==> src/rtl/sap1_pkg.sv <==
// Shared constants for the SAP-1 controller/sequencer.
//  - opcode encodings for the five defined instructions
//  - bit positions of each control line inside the 12-bit control word
//  - CW_NOP: every line in its inactive state
//  - one-hot T-state constants T1..T6
package sap1_pkg;

  localparam int NUM_T    = 6;
  localparam int OPCODE_W = 4;
  localparam int CW_W     = 12;

  localparam logic [3:0] OP_LDA = 4'b0000;
  localparam logic [3:0] OP_ADD = 4'b0001;
  localparam logic [3:0] OP_SUB = 4'b0010;
  localparam logic [3:0] OP_OUT = 4'b1110;
  localparam logic [3:0] OP_HLT = 4'b1111;

  // Control word layout, MSB first: CP EP LM' CE' LI' EI' LA' EA SU EU LB' LO'
  localparam int CW_CP   = 11;
  localparam int CW_EP   = 10;
  localparam int CW_LM_N = 9;
  localparam int CW_CE_N = 8;
  localparam int CW_LI_N = 7;
  localparam int CW_EI_N = 6;
  localparam int CW_LA_N = 5;
  localparam int CW_EA   = 4;
  localparam int CW_SU   = 3;
  localparam int CW_EU   = 2;
  localparam int CW_LB_N = 1;
  localparam int CW_LO_N = 0;

  // Active-high lines 0, active-low lines 1.
  localparam logic [CW_W-1:0] CW_NOP = 12'h3E3;

  localparam logic [NUM_T-1:0] T1 = 6'b000001;
  localparam logic [NUM_T-1:0] T2 = 6'b000010;
  localparam logic [NUM_T-1:0] T3 = 6'b000100;
  localparam logic [NUM_T-1:0] T4 = 6'b001000;
  localparam logic [NUM_T-1:0] T5 = 6'b010000;
  localparam logic [NUM_T-1:0] T6 = 6'b100000;

  function automatic logic is_defined_op(input logic [3:0] op);
    return (op == OP_LDA) || (op == OP_ADD) || (op == OP_SUB) ||
           (op == OP_OUT) || (op == OP_HLT);
  endfunction

endpackage

==> src/rtl/sap1_ring_counter.sv <==
// One-hot ring counter for the SAP-1 T-states.
//  clk    in  rising-edge clock
//  rst    in  synchronous active-high reset -> bit0 (T1)
//  en     in  rotate left by one when high, hold otherwise
//  tstate out one-hot state, bit0=T1 .. bit(NUM_T-1)=last state
module sap1_ring_counter #(
  parameter int NUM_T = 6
) (
  input  logic             clk,
  input  logic             rst,
  input  logic             en,
  output logic [NUM_T-1:0] tstate
);

  always_ff @(posedge clk) begin
    if (rst)
      tstate <= NUM_T'(1);
    else if (en)
      tstate <= {tstate[NUM_T-2:0], tstate[NUM_T-1]};
  end

endmodule

==> src/rtl/sap1_controller_sequencer.sv <==
// SAP-1 control sequencer: ring counter + opcode decode + sticky halt.
//  clk, rst           clock, synchronous active-high reset
//  step_en            advance enable (free run or single-step pulse)
//  opcode             IR[7:4], only looked at in T4..T6
//  tstate             one-hot T-state (bit0=T1)
//  halt               sticky after HLT executes, cleared by rst only
//  illegal            undefined opcode in T4..T6
//  instr_done         high in T6
//  cp ep ea su eu     active-high control lines
//  lm_n ce_n li_n ei_n la_n lb_n lo_n  active-low control lines
module sap1_controller_sequencer
  import sap1_pkg::*;
#(
  parameter int NUM_T    = 6,
  parameter int OPCODE_W = 4
) (
  input  logic                clk,
  input  logic                rst,
  input  logic                step_en,
  input  logic [OPCODE_W-1:0] opcode,
  output logic [NUM_T-1:0]    tstate,
  output logic                halt,
  output logic                illegal,
  output logic                instr_done,
  output logic                cp,
  output logic                ep,
  output logic                ea,
  output logic                su,
  output logic                eu,
  output logic                lm_n,
  output logic                ce_n,
  output logic                li_n,
  output logic                ei_n,
  output logic                la_n,
  output logic                lb_n,
  output logic                lo_n
);

  logic            hlt_now;
  logic            advance;
  logic [CW_W-1:0] cw;
  logic            in_exec;

  // HLT is caught on the T4 edge: set halt and keep the counter parked at T4.
  assign hlt_now = step_en && !halt && (tstate == T4) && (opcode == OP_HLT);
  assign advance = step_en && !halt && !hlt_now;

  sap1_ring_counter #(.NUM_T(NUM_T)) u_ring (
    .clk    (clk),
    .rst    (rst),
    .en     (advance),
    .tstate (tstate)
  );

  always_ff @(posedge clk) begin
    if (rst)
      halt <= 1'b0;
    else if (hlt_now)
      halt <= 1'b1;
  end

  assign in_exec = |tstate[5:3];

  always_comb begin
    cw = CW_NOP;
    if (!rst && !halt) begin
      case (tstate)
        T1: begin cw[CW_EP] = 1'b1; cw[CW_LM_N] = 1'b0; end
        T2: cw[CW_CP] = 1'b1;
        T3: begin cw[CW_CE_N] = 1'b0; cw[CW_LI_N] = 1'b0; end
        T4: begin
          if (opcode == OP_LDA || opcode == OP_ADD || opcode == OP_SUB) begin
            cw[CW_EI_N] = 1'b0;
            cw[CW_LM_N] = 1'b0;
          end else if (opcode == OP_OUT) begin
            cw[CW_EA]   = 1'b1;
            cw[CW_LO_N] = 1'b0;
          end
        end
        T5: begin
          if (opcode == OP_LDA) begin
            cw[CW_CE_N] = 1'b0;
            cw[CW_LA_N] = 1'b0;
          end else if (opcode == OP_ADD || opcode == OP_SUB) begin
            cw[CW_CE_N] = 1'b0;
            cw[CW_LB_N] = 1'b0;
            // su raised a state early so the ALU result is settled by T6.
            cw[CW_SU]   = (opcode == OP_SUB);
          end
        end
        T6: begin
          if (opcode == OP_ADD || opcode == OP_SUB) begin
            cw[CW_EU]   = 1'b1;
            cw[CW_LA_N] = 1'b0;
            cw[CW_SU]   = (opcode == OP_SUB);
          end
        end
        default: ;
      endcase
    end
  end

  assign illegal    = !rst && !halt && in_exec && !is_defined_op(opcode);
  assign instr_done = !rst && !halt && (tstate == T6);

  assign cp   = cw[CW_CP];
  assign ep   = cw[CW_EP];
  assign lm_n = cw[CW_LM_N];
  assign ce_n = cw[CW_CE_N];
  assign li_n = cw[CW_LI_N];
  assign ei_n = cw[CW_EI_N];
  assign la_n = cw[CW_LA_N];
  assign ea   = cw[CW_EA];
  assign su   = cw[CW_SU];
  assign eu   = cw[CW_EU];
  assign lb_n = cw[CW_LB_N];
  assign lo_n = cw[CW_LO_N];

endmodule
==> config.mk <==
export PLATFORM = sky130hd
export DESIGN_NAME = sap1_controller_sequencer
export DESIGN_NICKNAME = d
export VERILOG_FILES = /design/src/rtl/sap1_pkg.sv /design/src/rtl/sap1_ring_counter.sv /design/src/rtl/sap1_controller_sequencer.sv
export SDC_FILE = /design/constraint.sdc
export NUM_CORES = 1
export LEC_CHECK = 0
export ABC_AREA = 1
export CAP_MARGIN = 10
export CORE_MARGIN = 2
export CORE_UTILIZATION = 39
export CTS_CLUSTER_DIAMETER = 30
export DETAILED_ROUTE_END_ITERATION = 8
export PLACE_DENSITY = 0.78
export REMOVE_ABC_BUFFERS = 1
export SLEW_MARGIN = 5
export SYNTH_ARGS = -nofsm -noshare
export SYNTH_HDL_FRONTEND = slang
export SYNTH_HIERARCHICAL = 1
export SYNTH_SLANG_ARGS = --single-unit
==> constraint.sdc <==
create_clock -name clk -period 1.5 [get_ports clk]
set_input_delay 0.45 -clock clk [delete_from_list [all_inputs] [get_ports clk]]
set_output_delay 0.45 -clock clk [all_outputs]
set_load 0.005 [all_outputs]
Word level (Yosys, flattened, before mapping)
Cells that the tools add are included.

cells by class
  equal/unequal tests = 10
  mux-type cells = 25
  reduce and logical (&&, ||, !) cells = 19

operators by type and width
  cell                number
  $mux 1              19
  $mux 12             1
  $eq 4x4->1 const B  2
  $logic_and 1x1->1   8
  $pmux 1 s2          4
  $eq 6x1->1 const B  1
  $eq 6x2->1 const B  1
  $eq 6x3->1 const B  1
  $eq 6x4->1 const B  1
  $eq 6x5->1 const B  1
  $eq 6x6->1 const B  1
  $logic_or 1x1->1    5
  $eq 4x1->1 const B  1
  $eq 4x2->1 const B  1
  $logic_not 1->1     4
  $logic_not 4->1     1
  $reduce_or 3->1     1
  $mux 2              1

storage, ports and cells
  bits in registers = 7
  input port bits = 7
  output and inout bits = 21
  word-level logic and storage cells = 56

Logic depth before layout (Yosys ltp)
Gate-level depths: netlist of the first run.

  depth in word-level cells = 7
  mapped depth = 10

Hierarchy
The synthesis of the first run kept the hierarchy.

modules (own cells, without submodules)
  module                     times used  cells an instance  area each (µm²)  sequential area each (µm²)
  sap1_controller_sequencer  1           70                 347.8            20.0
  sap1_ring_counter          1           37                 245.2            120.1

Least setup slack after synthesis of the first run
OpenSTA, ideal clock, no wires.

  kind = input -> output
  from = input port opcode[3]
  to = output port la_n
  data arrival time = 0.973 ns
  required time = 1.050 ns
  slack = 0.077 ns
  cell stages on the path = 6
  path buffers = 0
  cells stage by stage = nor2_2 nand2_1 nor2_1 nor2_1 nor2_1 nand2_1

between the ends
  word-level cells in the longest chain between the ends = 5
  elaborated cells on any way between the ends = 8
  classes of those cells = eq/ne: 2; mux: 4; reduce/logical: 2

ends and longest elaborated chain
  what                                             line                             RTL
  start: declaration                               sap1_controller_sequencer.sv:20  input logic [OPCODE_W-1:0] opcode,
  $eq 4x1->1 / $eq 4x2->1 (equally long branches)  sap1_controller_sequencer.sv:92  if (opcode == OP_ADD || opcode == OP_SUB) begin
  $logic_or 1x1->1                                 sap1_controller_sequencer.sv:92
  $mux 1                                           sap1_controller_sequencer.sv:92
  $pmux 1 s2 (*)                                   sap1_controller_sequencer.sv:67  case (tstate)
  $mux 12 (*)                                      sap1_controller_sequencer.sv:66  if (!rst && !halt) begin
  end: declaration                                 sap1_controller_sequencer.sv:34  output logic la_n,

Mark *: on every way between the ends. The rest lies on a longest branch, timed or not.

Worst setup path after layout of the first run
  from = register u_ring.tstate[0]
  to = output port ce_n

between the ends
  word-level cells in the longest chain between the ends = 3
  elaborated cells on any way between the ends = 4
  classes of those cells = eq/ne: 2; mux: 2

ends and longest elaborated chain
  what                                             line                             RTL
  start: declaration                               sap1_ring_counter.sv:12          output logic [NUM_T-1:0] tstate
  start signal: assignment                         sap1_ring_counter.sv:19          tstate <= {tstate[NUM_T-2:0], tstate[NUM_T-1]};
  $eq 6x5->1 / $eq 6x3->1 (equally long branches)  sap1_controller_sequencer.sv:67
  $pmux 1 s2 (*)                                   sap1_controller_sequencer.sv:67
  $mux 12 (*)                                      sap1_controller_sequencer.sv:66
  end: declaration                                 sap1_controller_sequencer.sv:31  output logic ce_n,

Marks and branches as above.

==> results of run 1 <==
state kept, by name, indices dropped and copies added, names as in the netlist:
register / flops
halt: 1
u_ring/tstate: 6
stage by stage:
stage	cell area (sq um)	util [%]	setup WS [ns]	std cells
2_1_floorplan	582	-	0.0568	106
3_3_place_gp	1030	70.0	-0.884	170
3_5_place_dp	1030	70.0	-0.916	170
4_1_cts	1220	82.7	-0.283	188
5_1_grt	1380	93.5	-0.470	195
6_report	1380	93.5	-0.386	195
cell type report:
type / count / area share [%]
Inverter: 18 / 5.09
Timing Repair Buffer: 69 / 38.8
Multi-Input combinational cell: 81 / 41.0
Sequential cell: 7 / 11.7
Tap cell: 16 / 1.45
Clock buffer: 4 / 1.91
routing by layer:
layer	routed length (um)	vias to the layer above	track usage (%)
li1	-	471	-
met3	369	44	2.98
met5	0	-	0
met2	1900	115	60.6
met1	1260	512	29.6
met4	307	0	27.3
power by group through the flow:
stage               registers [mW]  clock network (mW)  logic, mW
finish                       0.218               0.170      0.357
global route                 0.220               0.194      0.374
CTS                          0.215               0.180      0.267
detailed placement           0.215                   0      0.211
global placement             0.215                   0      0.206
floorplan                    0.221                   0     0.0814
critical path, stage by stage, from the launching register on:
cell	delay (ns)
dfxtp_2	0.33
nor2_4	0.14
buf_4	0.12
buf_4	0.11
nand3_1	0.09
nand2_1	0.10
nand3_1	0.12
buf_2	0.16
cells by family after synthesis:
group / after synthesis / share of synthesized area, %
AOI/OAI and AO/OA: 3 / 2.53
buffers and inverters: 19 / 13.3
DFF: 7 / 23.6
and+or+nand+nor: 78 / 60.5
cells in the final DEF (no fill, tap or decap), types with 5 or more instances in the layout:
cell type / Yosys / routed
buf_6: 1 / 16
buf_4: 0 / 28
nor2_4: 2 / 17
dfxtp_4: 0 / 5
buf_2: 0 / 19
nand2_1: 27 / 18
nor2_1: 29 / 12
nand3_1: 7 / 6
inv_1: 18 / 14
nand2_2: 0 / 8
nor2_2: 4 / 6
final timing paths:
path	from	slack, ns	depth (start not counted)	to
worst min register to register	u_ring/tstate[4]$_SDFFE_PP0P_	0.67	3	u_ring/tstate[4]$_SDFFE_PP0P_
worst max-delay path	u_ring/tstate[0]$_SDFFE_PP1P_	-0.39	7	ce_n
worst max register to register	u_ring/tstate[0]$_SDFFE_PP1P_	-0.09	12	u_ring/tstate[1]$_SDFFE_PP0P_
worst min-delay path	rst	0.54	3	halt$_SDFFE_PP0P_
repair_timing:
action	CTS	global route
cloned	0	0
setup endpoints to repair	27	21
pin swaps	27	17
gates resized for setup	141	37
setup buffers	17	7
==> flow_metrics.py, run 1 <==
metrics = {
    "routing": {
        "drt-total-wl_mm": 3.84,
        "drt_first_pass_iters": 4,
        "drcViolationCount": 0,
        "ant_nets": 0,
        "avgRoutedWirePerCell_um": 19.7,
        "via_per_inst": 5.86,
        "drtIter0Drc": 50,
        "vias": 1142,
    },
    "pwr": {
        "swShare_pct": 37.6,
        "comb_power_share_pct": 47.9,
        "switching_power_mw": 0.280,
        "p_seq_share_pct": 29.2,
        "p_clk_share_pct": 22.8,
        "powerDensity_mw_per_mm2": 541,
        "p_leak_nw": 0.675,
        "p_int_mw": 0.465,
        "power_mw": 0.745,
        "ir_worst_vdd_uv": 603,
    },
    "status": {
        "status": "finished with violations",
        "violations": "negative setup slack",
    },
    "timing": {
        "period_share_pct": 126,
        "drv_slew": 0,
        "tns_ns": -4.24,
        "rsz0062_at_grt": "yes",
        "maxSlewHeadroom_pct": 85.1,
        "hold_viol_final": 0,
        "worst_hold_slack_ns": 0.540,
        "fin_ws_ns": -0.386,
        "min_period_ns": 1.89,
        "skew_ns": 0.0109,
        "fmax_ghz": 0.530,
        "setup_viol": 21,
        "worst-slew-pin-transition_ns": 0.224,
    },
    "global_routing": {
        "grt_pass1_vias": 1038,
        "grt_pass1_wl_mm": 4.33,
        "grt_use_total_pct": 32.0,
        "grt_overflow": 0,
        "antenna_found_initial": 0,
        "grt_start_max_net_pins": 13,
    },
    "setup_path": {
        "cp.required_ns": 1.05,
        "cp_max_fo": 4,
        "endpoint_kind": "output port",
        "cp.arrival_ns": 1.44,
        "cp-start-kind": "register",
        "worstSetupPathType": "reg -> out",
    },
    "final_layout": {
        "fillerInstances": 52,
        "drive_gt1_share_pct": 65.9,
        "synthToLayoutAreaGrowth_pct": 132,
        "antenna_cells": 0,
        "fin_nets": 187,
        "seq_area_sq_um": 161,
        "multi_input_area_sq_um": 564,
    },
    "synthesis": {
        "synth.distinct_cells": 15,
        "synth.top_cells.by_count": "nor2_1, nand2_1, inv_1",
        "async_flop_share_pct": 0,
        "synth_top_cell_area_share_pct": 23.6,
        "avgSynthCellArea_sq_um": 5.54,
        "synth_cells": 107,
        "ys_top_cells_by_area": "dfxtp_1, nor2_1, nand2_1, inv_1, nand3_1",
        "yosysSeqAreaShare_pct": 23.6,
        "synth-edff-count": 0,
        "ys.flop_type": "dfxtp_1",
        "yosysTopAreaCell": "dfxtp_1",
        "mappedNetlistArea_sq_um": 593,
        "synth_seq_cells": 7,
        "ys_warn_count": 6,
        "synth.most_common_cell": "nor2_1",
    },
    "min_path": {
        "min_path_type": "in -> reg",
    },
    "cts": {
        "clk_pin_slew_ns": 0.06,
        "root_buffer": "clkbuf_4",
        "htreeDepth": 1,
        "cts_tree": "done",
        "clockBufferDepth": 2,
        "worstSkewPairLatency_ns": 0.25,
        "ctsHoldBuffers": 0,
        "clock-sinks": 7,
        "cts_buffers": 3,
    },
    "flow_run": {
        "maxCapViolCount": 0,
    },
    "floorplanning": {
        "io_pins": 28,
        "rows": 14,
        "die_area_sq_mm": 0.00185,
        "initial_core_util_pct": 40.3,
        "die_width_um": 43.0,
        "core_area_sq_mm": 0.00147,
        "die_h_um": 43.0,
    },
    "placed_design": {
        "place_congestion": 0.808,
        "portBuffers": 27,
        "dp_hpwl_mm": 1.38,
    },
}
(Power assumes the default switching activity.)
==> inputs of run 2 (changes only) <==
--- a/config.mk
+++ b/config.mk
@@ -11,6 +11,7 @@
 export CORE_UTILIZATION = 39
 export CTS_CLUSTER_DIAMETER = 30
 export DETAILED_ROUTE_END_ITERATION = 8
+export HOLD_SLACK_MARGIN = 0.03
 export PLACE_DENSITY = 0.78
 export REMOVE_ABC_BUFFERS = 1
 export SLEW_MARGIN = 5
==> results of run 2 <==
Same layout as run 1: the final DEF is identical, and so are final timing and power.
==> inputs of run 3 (changes only) <==
--- a/config.mk
+++ b/config.mk
@@ -7,14 +7,12 @@
 export LEC_CHECK = 0
 export ABC_AREA = 1
 export CAP_MARGIN = 10
-export CORE_MARGIN = 2
 export CORE_UTILIZATION = 39
 export CTS_CLUSTER_DIAMETER = 30
 export DETAILED_ROUTE_END_ITERATION = 8
 export HOLD_SLACK_MARGIN = 0.03
-export PLACE_DENSITY = 0.78
+export PLACE_DENSITY = 0.77
 export REMOVE_ABC_BUFFERS = 1
-export SLEW_MARGIN = 5
 export SYNTH_ARGS = -nofsm -noshare
 export SYNTH_HDL_FRONTEND = slang
 export SYNTH_HIERARCHICAL = 1
==> flow_metrics.py, run 3 (synthesized netlist as in run 1, its figures left out) <==
metrics = {
    "timing": {
        "hold_viol_final": 0,
        "worst-slew-pin-transition_ns": 0.283,
        "fmax_ghz": 0.499,
        "min_period_ns": 2.00,
        "maxSlewHeadroom_pct": 81.1,
        "drv_slew": 0,
        "setup_viol": 23,
        "fin_ws_ns": -0.503,
        "period_share_pct": 134,
        "skew_ns": 0.00365,
        "rsz0062_at_grt": "yes",
    },
    "routing": {
        "drt_first_pass_iters": 8,
        "via_per_inst": 5.95,
        "ant_nets": 0,
        "drcViolationCount": 0,
        "drtIter0Drc": 118,
        "vias": 1131,
        "drt-total-wl_mm": 3.93,
        "avgRoutedWirePerCell_um": 20.7,
    },
    "pwr": {
        "ir_worst_vdd_uv": 670,
        "p_leak_nw": 0.646,
        "powerDensity_mw_per_mm2": 565,
    },
    "final_layout": {
        "drive_gt1_share_pct": 61.1,
        "fin_nets": 183,
        "mostFrequentLayoutCells": "buf_4, nand2_1, buf_2, buf_6, nor2_1",
        "synthToLayoutAreaGrowth_pct": 116,
        "top_register": "u_ring/tstate",
        "reg_top3": "u_ring/tstate: 6 flops, halt: 1 flops",
        "antenna_cells": 0,
        "largest_reg_flops": 6,
        "mostFrequentLayoutCell": "buf_4",
        "design_area_sq_mm": 0.00128,
        "finalNonFillerCells": 190,
    },
    "floorplanning": {
        "io_pins": 28,
        "core_area_sq_mm": 0.00135,
        "die_width_um": 41.0,
        "initial_core_util_pct": 43.9,
        "rows": 13,
        "die_area_sq_mm": 0.00168,
        "die_h_um": 41.0,
    },
    "placed_design": {
        "portBuffers": 27,
        "place_congestion": 0.662,
        "dp_cells": 169,
        "dp_hpwl_mm": 1.41,
        "dp_slack_ns": -0.931,
        "place_area_sq_mm": 0.00103,
    },
    "setup_path": {
        "cp.arrival_ns": 1.55,
        "cp-start-kind": "register",
        "worstSetupPathType": "reg -> out",
        "cp_max_fo": 4,
        "cp.required_ns": 1.05,
        "endpoint_kind": "output port",
    },
    "min_path": {
        "min_path_type": "in -> reg",
    },
    "cts": {
        "clock-sinks": 7,
        "cts_buffers": 3,
        "worstSkewPairLatency_ns": 0.26,
        "htreeDepth": 1,
        "clockBufferDepth": 2,
        "clk_pin_slew_ns": 0.06,
        "root_buffer": "clkbuf_4",
        "cts_tree": "done",
        "ctsHoldBuffers": 0,
    },
    "status": {
        "violations": "negative setup slack",
        "status": "finished with violations",
    },
    "flow_run": {
        "maxCapViolCount": 0,
    },
    "global_routing": {
        "antenna_found_initial": 0,
        "grt_use_total_pct": 32.8,
        "grt_pass1_vias": 934,
        "grt_pass1_wl_mm": 3.63,
        "grt_overflow": 0,
        "grt_start_max_net_pins": 7,
    },
}
-- run 3: cell count changes in the layout (fill, tap and decap cells not counted), moves of 2 or more --
cell,before,now
buf_2,19,16
nor2_1,12,14
nand2_2,8,6
nor2_4,17,10
clkbuf_2,2,0
dlygate4sd2_1,3,7
nand2_1,18,20
nor2_2,6,11
-- run 3: cell type report --
cell class | count | area, sq um
Multi-Input combinational cell | 81 | 493
Inverter | 18 | 70.1
Tap cell | 15 | 18.8
Timing Repair Buffer | 65 | 513
Fill cell | 38 | 67.6
Clock buffer | 4 | 26.3
Sequential cell | 7 | 161
-- run 3: worst paths after layout --
kind	end	cells past startpoint	start	slack (ns)
max	lo_n	6	u_ring/tstate[3]$_SDFFE_PP0P_	-0.50
min	halt$_SDFFE_PP0P_	3	rst	0.46
max reg2reg	u_ring/tstate[3]$_SDFFE_PP0P_	11	u_ring/tstate[4]$_SDFFE_PP0P_	-0.26
min reg2reg	halt$_SDFFE_PP0P_	3	halt$_SDFFE_PP0P_	0.69
-- run 3: stage by stage --
step                utilization [%]  power [mW]  TNS, ns  hold WS [ns]
CTS                            88.7       0.639    -2.70         0.454
floorplan                         -       0.303        0         0.506
global placement               76.2       0.422   -13.54         0.616
global route                   95.0       0.757    -8.28         0.456
detailed placement             76.2       0.428   -14.21         0.634
finish                         95.0       0.724    -5.61         0.460
-- run 3: power breakdown --
part	total, mW	internal, mW	leakage (nW)	switching, mW
registers	0.217	0.197	0.0614	0.0201
clock network	0.180	0.102	0.0150	0.0775
logic	0.328	0.152	0.569	0.176
-- run 3: what timing repair did --
item                       in CTS  in global routing
buffers inserted               16                  4
gates resized for setup       140                 17
pin swaps                      27                 10
setup endpoints to repair      27                 20
-- run 3: worst max-delay path, stage by stage (launching register included) --
cell     delay (ns)
dfxtp_4        0.38
inv_2          0.06
nor2_1         0.15
nand4_1        0.28
nor2_2         0.25
inv_1          0.06
buf_2          0.12
-- run 3: routing by layer --
metal  share of wire, %  global-route usage [%]  vias to the layer above  wire, um
li1                   -                       -                      462         -
met1                 33                    28.2                      485      1300
met2                 45                    67.2                      132      1760
met3                 13                    4.35                       52       525
met4                8.9                    21.7                        0       350
met5                  0                       0                        -         0
